## config.mk

```make
export PLATFORM = sky130hd
export DESIGN_NAME = pixel_frame_streamer
export DESIGN_NICKNAME = d
export VERILOG_FILES = /design/src/rtl/pixel_frame_streamer.sv
export SDC_FILE = /design/constraint.sdc
export NUM_CORES = 1
export LEC_CHECK = 0
export BUFFER_PORTS_ARGS = -buffer_cell sky130_fd_sc_hd__buf_4
export CORE_ASPECT_RATIO = 1.2
export CORE_MARGIN = 1
export CORE_UTILIZATION = 45
export DETAILED_ROUTE_END_ITERATION = 7
export PLACE_DENSITY = 0.73
export SLEW_MARGIN = 20
export SYNTH_ARGS = -nofsm -noshare
export SYNTH_HDL_FRONTEND = slang
export SYNTH_SLANG_ARGS = --single-unit
```

## constraint.sdc

```tcl
create_clock -name clk_in -period 3.7 [get_ports clk_in]
set_input_delay 0.74 -clock clk_in [delete_from_list [all_inputs] [get_ports clk_in]]
set_output_delay 0.74 -clock clk_in [all_outputs]
set_load 0.005 [all_outputs]
```

## src/rtl/pixel_frame_streamer.sv

```systemverilog
// Frame RAM to serial-bit streamer: fetches pixel words and shifts them out MSB-first
// over a valid/ready handshake, with a latch gap after each frame and optional repeat.
module pixel_frame_streamer #(
  parameter int unsigned ADDR_WIDTH     = 6,
  parameter int unsigned BITS_PER_PIXEL = 24,
  parameter int unsigned RAM_LATENCY    = 2,
  parameter int unsigned GAP_CYCLES     = 10200
) (
  input  logic                  clk_in,
  input  logic                  rst_n_in,
  input  logic                  start,
  input  logic                  repeat_en,
  input  logic [ADDR_WIDTH:0]   pixel_count,
  input  logic [31:0]           ram_q,
  output logic                  ram_rd_en,
  output logic [ADDR_WIDTH-1:0] ram_addr,
  output logic                  bit_valid,
  output logic                  bit_data,
  input  logic                  bit_ready,
  output logic                  busy,
  output logic                  frame_done
);

  localparam int unsigned CNT_W = ADDR_WIDTH + 1;
  localparam int unsigned BIT_W = $clog2(BITS_PER_PIXEL);
  localparam int unsigned LAT_W = 3;
  localparam int unsigned GAP_W = $clog2(GAP_CYCLES + 1);

  typedef enum logic [1:0] {IDLE, FETCH, SHIFT, GAP} state_t;

  state_t                    state_q, state_d;
  logic [CNT_W-1:0]          rem_q, rem_d;
  logic [LAT_W-1:0]          lat_q, lat_d;
  logic [BIT_W-1:0]          bit_q, bit_d;
  logic [GAP_W-1:0]          gap_q, gap_d;
  logic [BITS_PER_PIXEL-1:0] sreg_q, sreg_d;
  logic [ADDR_WIDTH-1:0]     addr_d;
  logic                      rd_en_d, valid_d, busy_d, done_d;

  logic last_gap, capture, transfer, last_bit, launch;
  logic unused_ram_bits;

  assign unused_ram_bits = ^ram_q;

  assign last_gap = (state_q == GAP) && (gap_q == GAP_W'(GAP_CYCLES - 1));
  assign capture  = (state_q == FETCH) && (lat_q == LAT_W'(RAM_LATENCY));
  assign transfer = (state_q == SHIFT) && bit_valid && bit_ready;
  assign last_bit = transfer && (bit_q == BIT_W'(BITS_PER_PIXEL - 1));
  // A repeat restart behaves exactly like a start seen in IDLE.
  assign launch   = ((state_q == IDLE) && start) || (last_gap && repeat_en);

  assign bit_data = sreg_q[BITS_PER_PIXEL-1];

  // State register
  always_ff @(posedge clk_in or negedge rst_n_in) begin
    if (!rst_n_in) state_q <= IDLE;
    else           state_q <= state_d;
  end

  // Next-state logic
  always_comb begin
    state_d = state_q;
    unique case (state_q)
      IDLE:    if (start) state_d = (pixel_count == CNT_W'(0)) ? GAP : FETCH;
      FETCH:   if (capture) state_d = SHIFT;
      SHIFT:   if (last_bit) state_d = (rem_q == CNT_W'(0)) ? GAP : FETCH;
      GAP:     if (last_gap) begin
                 if (!repeat_en)                     state_d = IDLE;
                 else if (pixel_count == CNT_W'(0))  state_d = GAP;
                 else                                state_d = FETCH;
               end
      default: state_d = IDLE;
    endcase
  end

  // Output and datapath next values; outputs are registered from these
  always_comb begin
    rem_d   = rem_q;
    addr_d  = ram_addr;
    sreg_d  = sreg_q;
    bit_d   = bit_q;
    lat_d   = ((state_q == FETCH) && (state_d == FETCH)) ? lat_q + LAT_W'(1) : LAT_W'(0);
    gap_d   = GAP_W'(0);
    if ((state_d == GAP) && (state_q == GAP) && !last_gap) gap_d = gap_q + GAP_W'(1);
    rd_en_d = (state_d == FETCH) && (state_q != FETCH);
    valid_d = (state_d == SHIFT);
    busy_d  = (state_d != IDLE);
    done_d  = (state_d == GAP) && (gap_d == GAP_W'(GAP_CYCLES - 1));

    if (launch) begin
      rem_d  = pixel_count;
      addr_d = '0;
    end
    if (capture) begin
      sreg_d = ram_q[BITS_PER_PIXEL-1:0];
      bit_d  = BIT_W'(0);
      addr_d = ram_addr + ADDR_WIDTH'(1);
      rem_d  = rem_q - CNT_W'(1);
    end
    if (transfer) begin
      sreg_d = {sreg_q[BITS_PER_PIXEL-2:0], 1'b0};
      bit_d  = bit_q + BIT_W'(1);
    end
  end

  // Datapath and output registers
  always_ff @(posedge clk_in or negedge rst_n_in) begin
    if (!rst_n_in) begin
      rem_q      <= '0;
      lat_q      <= '0;
      bit_q      <= '0;
      gap_q      <= '0;
      sreg_q     <= '0;
      ram_addr   <= '0;
      ram_rd_en  <= 1'b0;
      bit_valid  <= 1'b0;
      busy       <= 1'b0;
      frame_done <= 1'b0;
    end else begin
      rem_q      <= rem_d;
      lat_q      <= lat_d;
      bit_q      <= bit_d;
      gap_q      <= gap_d;
      sreg_q     <= sreg_d;
      ram_addr   <= addr_d;
      ram_rd_en  <= rd_en_d;
      bit_valid  <= valid_d;
      busy       <= busy_d;
      frame_done <= done_d;
    end
  end

endmodule

```

==> metrics.txt, run 1 <==
Cell Pwr Density=631 nW/µm²; worst min-delay path category=input port to async pin; RSZ-0062 raised after global routing=false; io pins=55; number of cell rows=32; post-synthesis sequential area ratio=0.519; Synth Register Bits=65; Total Wirelength=6490 µm; DRT antenna net count=0; Vias=2,556; GR peak layer=met2; clock buffer depth=2; Post-synth EDFFs=0; Slew headroom=0.448; Total GRT Usage=0.190; cells after synthesis=323; syn_area_per_cell=9.70 µm²; Worst EP required=3910 ps; Die H=93.4 µm; Max Cap Viol=0; Worst-path clk slew=70 ps; met2 usage=0.317; CP Capture Type=register; R2R depth=7; leak pwr=1.76 nW; critical path type=register to register; DPL Wire Length=4270 µm; period utilization=0.622; mapped cell area=3130 µm²; crit start category=register; drt pass-1 iters=4; power consumption=2.38 mW; Clock Skew=11.4 ps; Resize count post-CTS=0; commonest non-fill, non-tap cell in the layout=dfrtp_1; yosys warns=0; number of remaining DRC errors=0; met1 usage=0.236; critical path data arrival time=2510 ps; synth unique cells=47; root buf cell=clkbuf_8; layout cells sized above 1=0.186; Post-CTS Hold Fix Bufs=0; final number of setup-violating endpoints=0; area delta synth->final=20.6%; fmax=434 MHz; H-tree lvl count=3; Chip Width=78.2 µm; status=complete, no violations; Setup Buffers After CTS=0; clk_lat worst skew=330 ps; prevailing post-synth register cell=dfrtp_1; Port Buffers=46; top cell type's share of synthesized area=0.519; Post-Syn Nets=374; grt ovf=0; Core Area=6570 µm²; largest net degree at the start of global routing=66; area leader, netlist=dfrtp_1; fin. max-slew vios=0; Worst-Margin Slew=827 ps; TritonCTS clock tree=yes; die area=7300 µm²; vias in the first global route=2,438; number of buffers created by CTS=9; met3 Resource Use GR=0.0312; Period minus WS final=2300 ps; Synth area leaders=dfrtp_1 52%, nand2_1 7.7%, a22oi_1 5.8%, nor2_1 3.5%, ha_1 2.8%; nets=419; Total Neg Setup Slack=0 ps; via/cell ratio=5.61; clock sinks=65; Max FO, Critical Path=15; violation count after the first detailed-routing iteration=227; first-pass GRT wire length=10,900 µm; starting density of the core=0.477; RePlAce Congestion=0.829; VDD IR-drop max=0.277 mV; endpoints failing hold=0; ant diodes=0; routed len/inst=14.2 µm; ys async rst share=1.00; most frequent cells in the layout=65 x dfrtp_1, 64 x nand2_1, 49 x buf_4, 29 x nor2_1, 24 x a22oi_1; initial antenna violation count=0
==> metrics by stage <==
stage	cells	hold slack [ps]	util	worst slack, ps	cell area [µm²]
2_1_floorplan	323	429	-	1670	3130
3_3_place_gp	442	441	0.542	1300	3560
3_5_place_dp	442	456	0.542	1330	3560
4_1_cts	456	464	0.575	1410	3780
5_1_grt	456	507	0.575	1220	3780
6_report	456	470	0.575	1400	3780
==> Yosys cell counts (7+ instances only) <==
| cell | n |
|---|---|
| dfrtp_1 | 65 |
| nand2_1 | 64 |
| nor2_1 | 29 |
| a22oi_1 | 24 |
| o21ai_0 | 13 |
| clkbuf_1 | 9 |
| xor2_1 | 9 |
| nand3_1 | 8 |
| nor3_1 | 8 |
| ha_1 | 7 |
| inv_1 | 7 |
| nand4_1 | 7 |
==> worst max-delay path, stage by stage (launching register included) <==
cell,delay [ps]
dfrtp_1,400
inv_1,70
ha_1,220
nor4bb_4,790
nand2_1,170
or3_1,360
nand3_1,90
o211ai_1,90
==> power by group <==
group	switching [mW]	internal, mW	total (mW)
sequential	0.191	0.932	1.12
combinational	0.321	0.270	0.591
clock	0.260	0.408	0.668
==> flip-flops by register name, summed over array words and instances, names as in the netlist <==
signal and count:
gap_q 14, busy 1, bit_q 5, frame_done 1
bit_valid 1, lat_q 3, sreg_q 24, ram_rd_en 1
rem_q 7, ram_addr 6, state_q 2
==> path summary, 6_finish.rpt <==
path / startpoint / end / slack, ps
setup / recovery: lat_q[0] / rem_q[4] / 1400
hold / removal: rst_n_in / rem_q[5] / 470
setup reg to reg: lat_q[0] / rem_q[4] / 1400
hold reg to reg: lat_q[0] / lat_q[0] / 470
max in group asynchronous: rst_n_in / gap_q[3] / 2670
min in group clk_in: lat_q[0] / lat_q[0] / 470
==> logic make-up (layout without fill, tap and decap cells) <==
group | count (synthesis) | after routing | synth area share
buffers and inverters | 22 | 70 | 0.0280
AO/OA/AOI/OAI | 66 | 66 | 0.147
AND/OR/NAND/NOR | 148 | 148 | 0.236
XOR/XNOR | 13 | 13 | 0.0363
adder cells (fa/ha/maj) | 7 | 7 | 0.0280
flip-flops | 65 | 65 | 0.519
multiplexers | 2 | 2 | 0.00639
==> routing by layer <==
metal / vias to the layer above / routed length, µm
met3: 15 / 220
met2: 64 / 3180
met5: - / 0
li1: 1245 / -
met1: 1232 / 2960
met4: 0 / 126
==> area by class of cell <==
cell class	instances	area, µm²
timing repair buffer	49	368
clock inverter	3	65.1
fill	584	2790
multi-input combinational	236	1430
tap	85	106
sequential	65	1630
clock buffer	11	151
inverter	7	26.3
Note: power is estimated with default switching activity, not from simulation.
==> run 2: changes to the inputs <==
Settings changed: ABC_AREA set to 1.
Clock period 3.7 ns to 2.4 ns, I/O delays scaled along.
==> metrics.txt, run 2 <==
Synth Register Bits=65; Post-Route Utilization=0.565; DRT antenna net count=0; Chip Width=80.4 µm; TritonCTS clock tree=yes; layout cells sized above 1=0.171; Clock Skew=9.39 ps; Synth area leaders=dfrtp_1 49%, nand2_1 10%, inv_1 7.1%, nor2_1 6.2%, o221ai_1 5.5%; Total GRT Usage=0.200; R2R depth=10; Port Buffers=46; Worst EP required=2640 ps; drt pass-1 iters=4; grt ovf=0; post-route insts no fill=549; Multi-input gate area=1390 µm²; RePlAce Congestion=0.852; root buf cell=clkbuf_8; placed instance count=533; violation count after the first detailed-routing iteration=159; Post-Syn Nets=456; ant diodes=0; cells after synthesis=405; syn_area_per_cell=8.19 µm²; Vias=2,790; top cell type's share of synthesized area=0.490; critical-path cell list=ha_1 -> nand2_2 -> nor3_1 -> nand2_1 -> nand2_2 -> nand3_1 -> nand2_1 -> nor2_1 -> nand4_1 -> nor2_1; Setup Buffers After CTS=0; post-synthesis sequential area ratio=0.490; Reg area=1630 µm²; H-tree lvl count=3; Max Cap Viol=0; Die H=96.1 µm; commonest non-fill, non-tap cell in the layout=nand2_1; Total Neg Setup Slack=0 ps; area delta synth->final=18.8%; Worst-Margin Slew=804 ps; via/cell ratio=5.08; clk_lat worst skew=340 ps; Max FO, Critical Path=17; synth unique cells=35; Period minus WS final=1940 ps; fin. max-slew vios=0; crit start category=register; yosys warns=0; Total Wirelength=6950 µm; clock buffer depth=2; CP Capture Type=register; crit-path max cell delay=460 ps; VDD IR-drop max=0.351 mV; prevailing post-synth register cell=dfrtp_1; fmax=516 MHz; Cell Pwr Density=518 nW/µm²; biggest regs=sreg_q (24), gap_q (14), rem_q (7); DPL Wire Length=4980 µm; io pins=55; Biggest register=sreg_q; Post-synth EDFFs=0; ys async rst share=1.00; largest net degree at the start of global routing=66; clock sinks=65; fill cell count=644; starting density of the core=0.476; Core Area=6980 µm²; area leader, netlist=dfrtp_1; endpoints failing hold=0; leak pwr=1.94 nW; worst min-delay path category=input port to async pin; number of buffers created by CTS=9; routed len/inst=12.7 µm; count leader, synth=nand2_1; RSZ-0062 raised after global routing=false; number of remaining DRC errors=0; max reg flops=24; final number of setup-violating endpoints=0; period utilization=0.808; first-pass GRT wire length=11,700 µm; status=complete, no violations; Worst-path clk slew=70 ps; most frequent cells in the layout=90 x nand2_1, 65 x dfrtp_1, 63 x inv_1, 55 x nor2_1, 50 x buf_4; Post-CTS Hold Fix Bufs=0; die area=7720 µm²; Resize count post-CTS=0; nets=508; slowest library cell on the worst path=dfrtp_1; Slew headroom=0.464; initial antenna violation count=0; top post-synthesis cells by count=90 x nand2_1, 65 x dfrtp_1, 63 x inv_1, 55 x nor2_1, 27 x nand3_1; critical path type=register to register; critical path data arrival time=2180 ps; number of cell rows=33; mapped cell area=3320 µm²; vias in the first global route=2,712
==> run 2: per-layer routing <==
layer  vias up  global-route usage  part of all wire
met3         9              0.0502             0.044
met2        70               0.350              0.51
met4         0               0.104             0.016
met5         -                   0                 0
met1      1287               0.223              0.43
li1       1424                   -                 -
==> run 2: through the flow <==
stage                     total power [mW]  setup WS [ps]  hold WS [ps]  area, µm²
final                                 2.04            461           227       3940
after global routing                  2.13            175           288       3940
after CTS                             2.07            445           239       3940
after detailed placement              1.19            484           450       3750
after global placement                1.19            538           444       3750
after floorplan                       1.12            881           184       3320
==> run 2: final cells by class <==
type / count / share of cell area
inverter: 66 / 0.0629
multi-input combinational: 265 / 0.353
sequential: 65 / 0.413
clock buffer: 11 / 0.0384
tap: 87 / 0.0276
clock inverter: 5 / 0.0102
timing repair buffer: 50 / 0.0952
==> run 2: path summary, 6_finish.rpt <==
kind,from,to,slack (ps)
min,rst_n_in,rem_q[1],230
max in group asynchronous,rst_n_in,sreg_q[18],1650
min reg2reg,lat_q[0],lat_q[0],460
max,gap_q[0],frame_done,460
min in group clk_in,ram_q[10],sreg_q[10],340
max reg2reg,gap_q[0],frame_done,460
==> run 2: critical path, delay by kind of cell, from the launching register on <==
kind / cells / cell delay [ps]
flip-flops: 1 / 460
AND/OR/NAND/NOR: 9 / 1150
adder cells (fa/ha/maj): 1 / 230
==> run 2: cell families after synthesis <==
| group | share of synthesized area |
|---|---|
| compound gates | 0.113 |
| xor+xnor | 0.0211 |
| fa+ha+maj | 0.0264 |
| buf+inv | 0.0905 |
| flops | 0.490 |
| mux | 0.00603 |
| simple gates | 0.252 |
==> run 2: power breakdown <==
part | total [mW] | internal, mW | switching, mW | leakage (nW)
logic | 0.0732 | 0.0383 | 0.0349 | 1.15
registers | 1.09 | 1.09 | 0 | 0.700
clock network | 0.873 | 0.434 | 0.439 | 0.0878
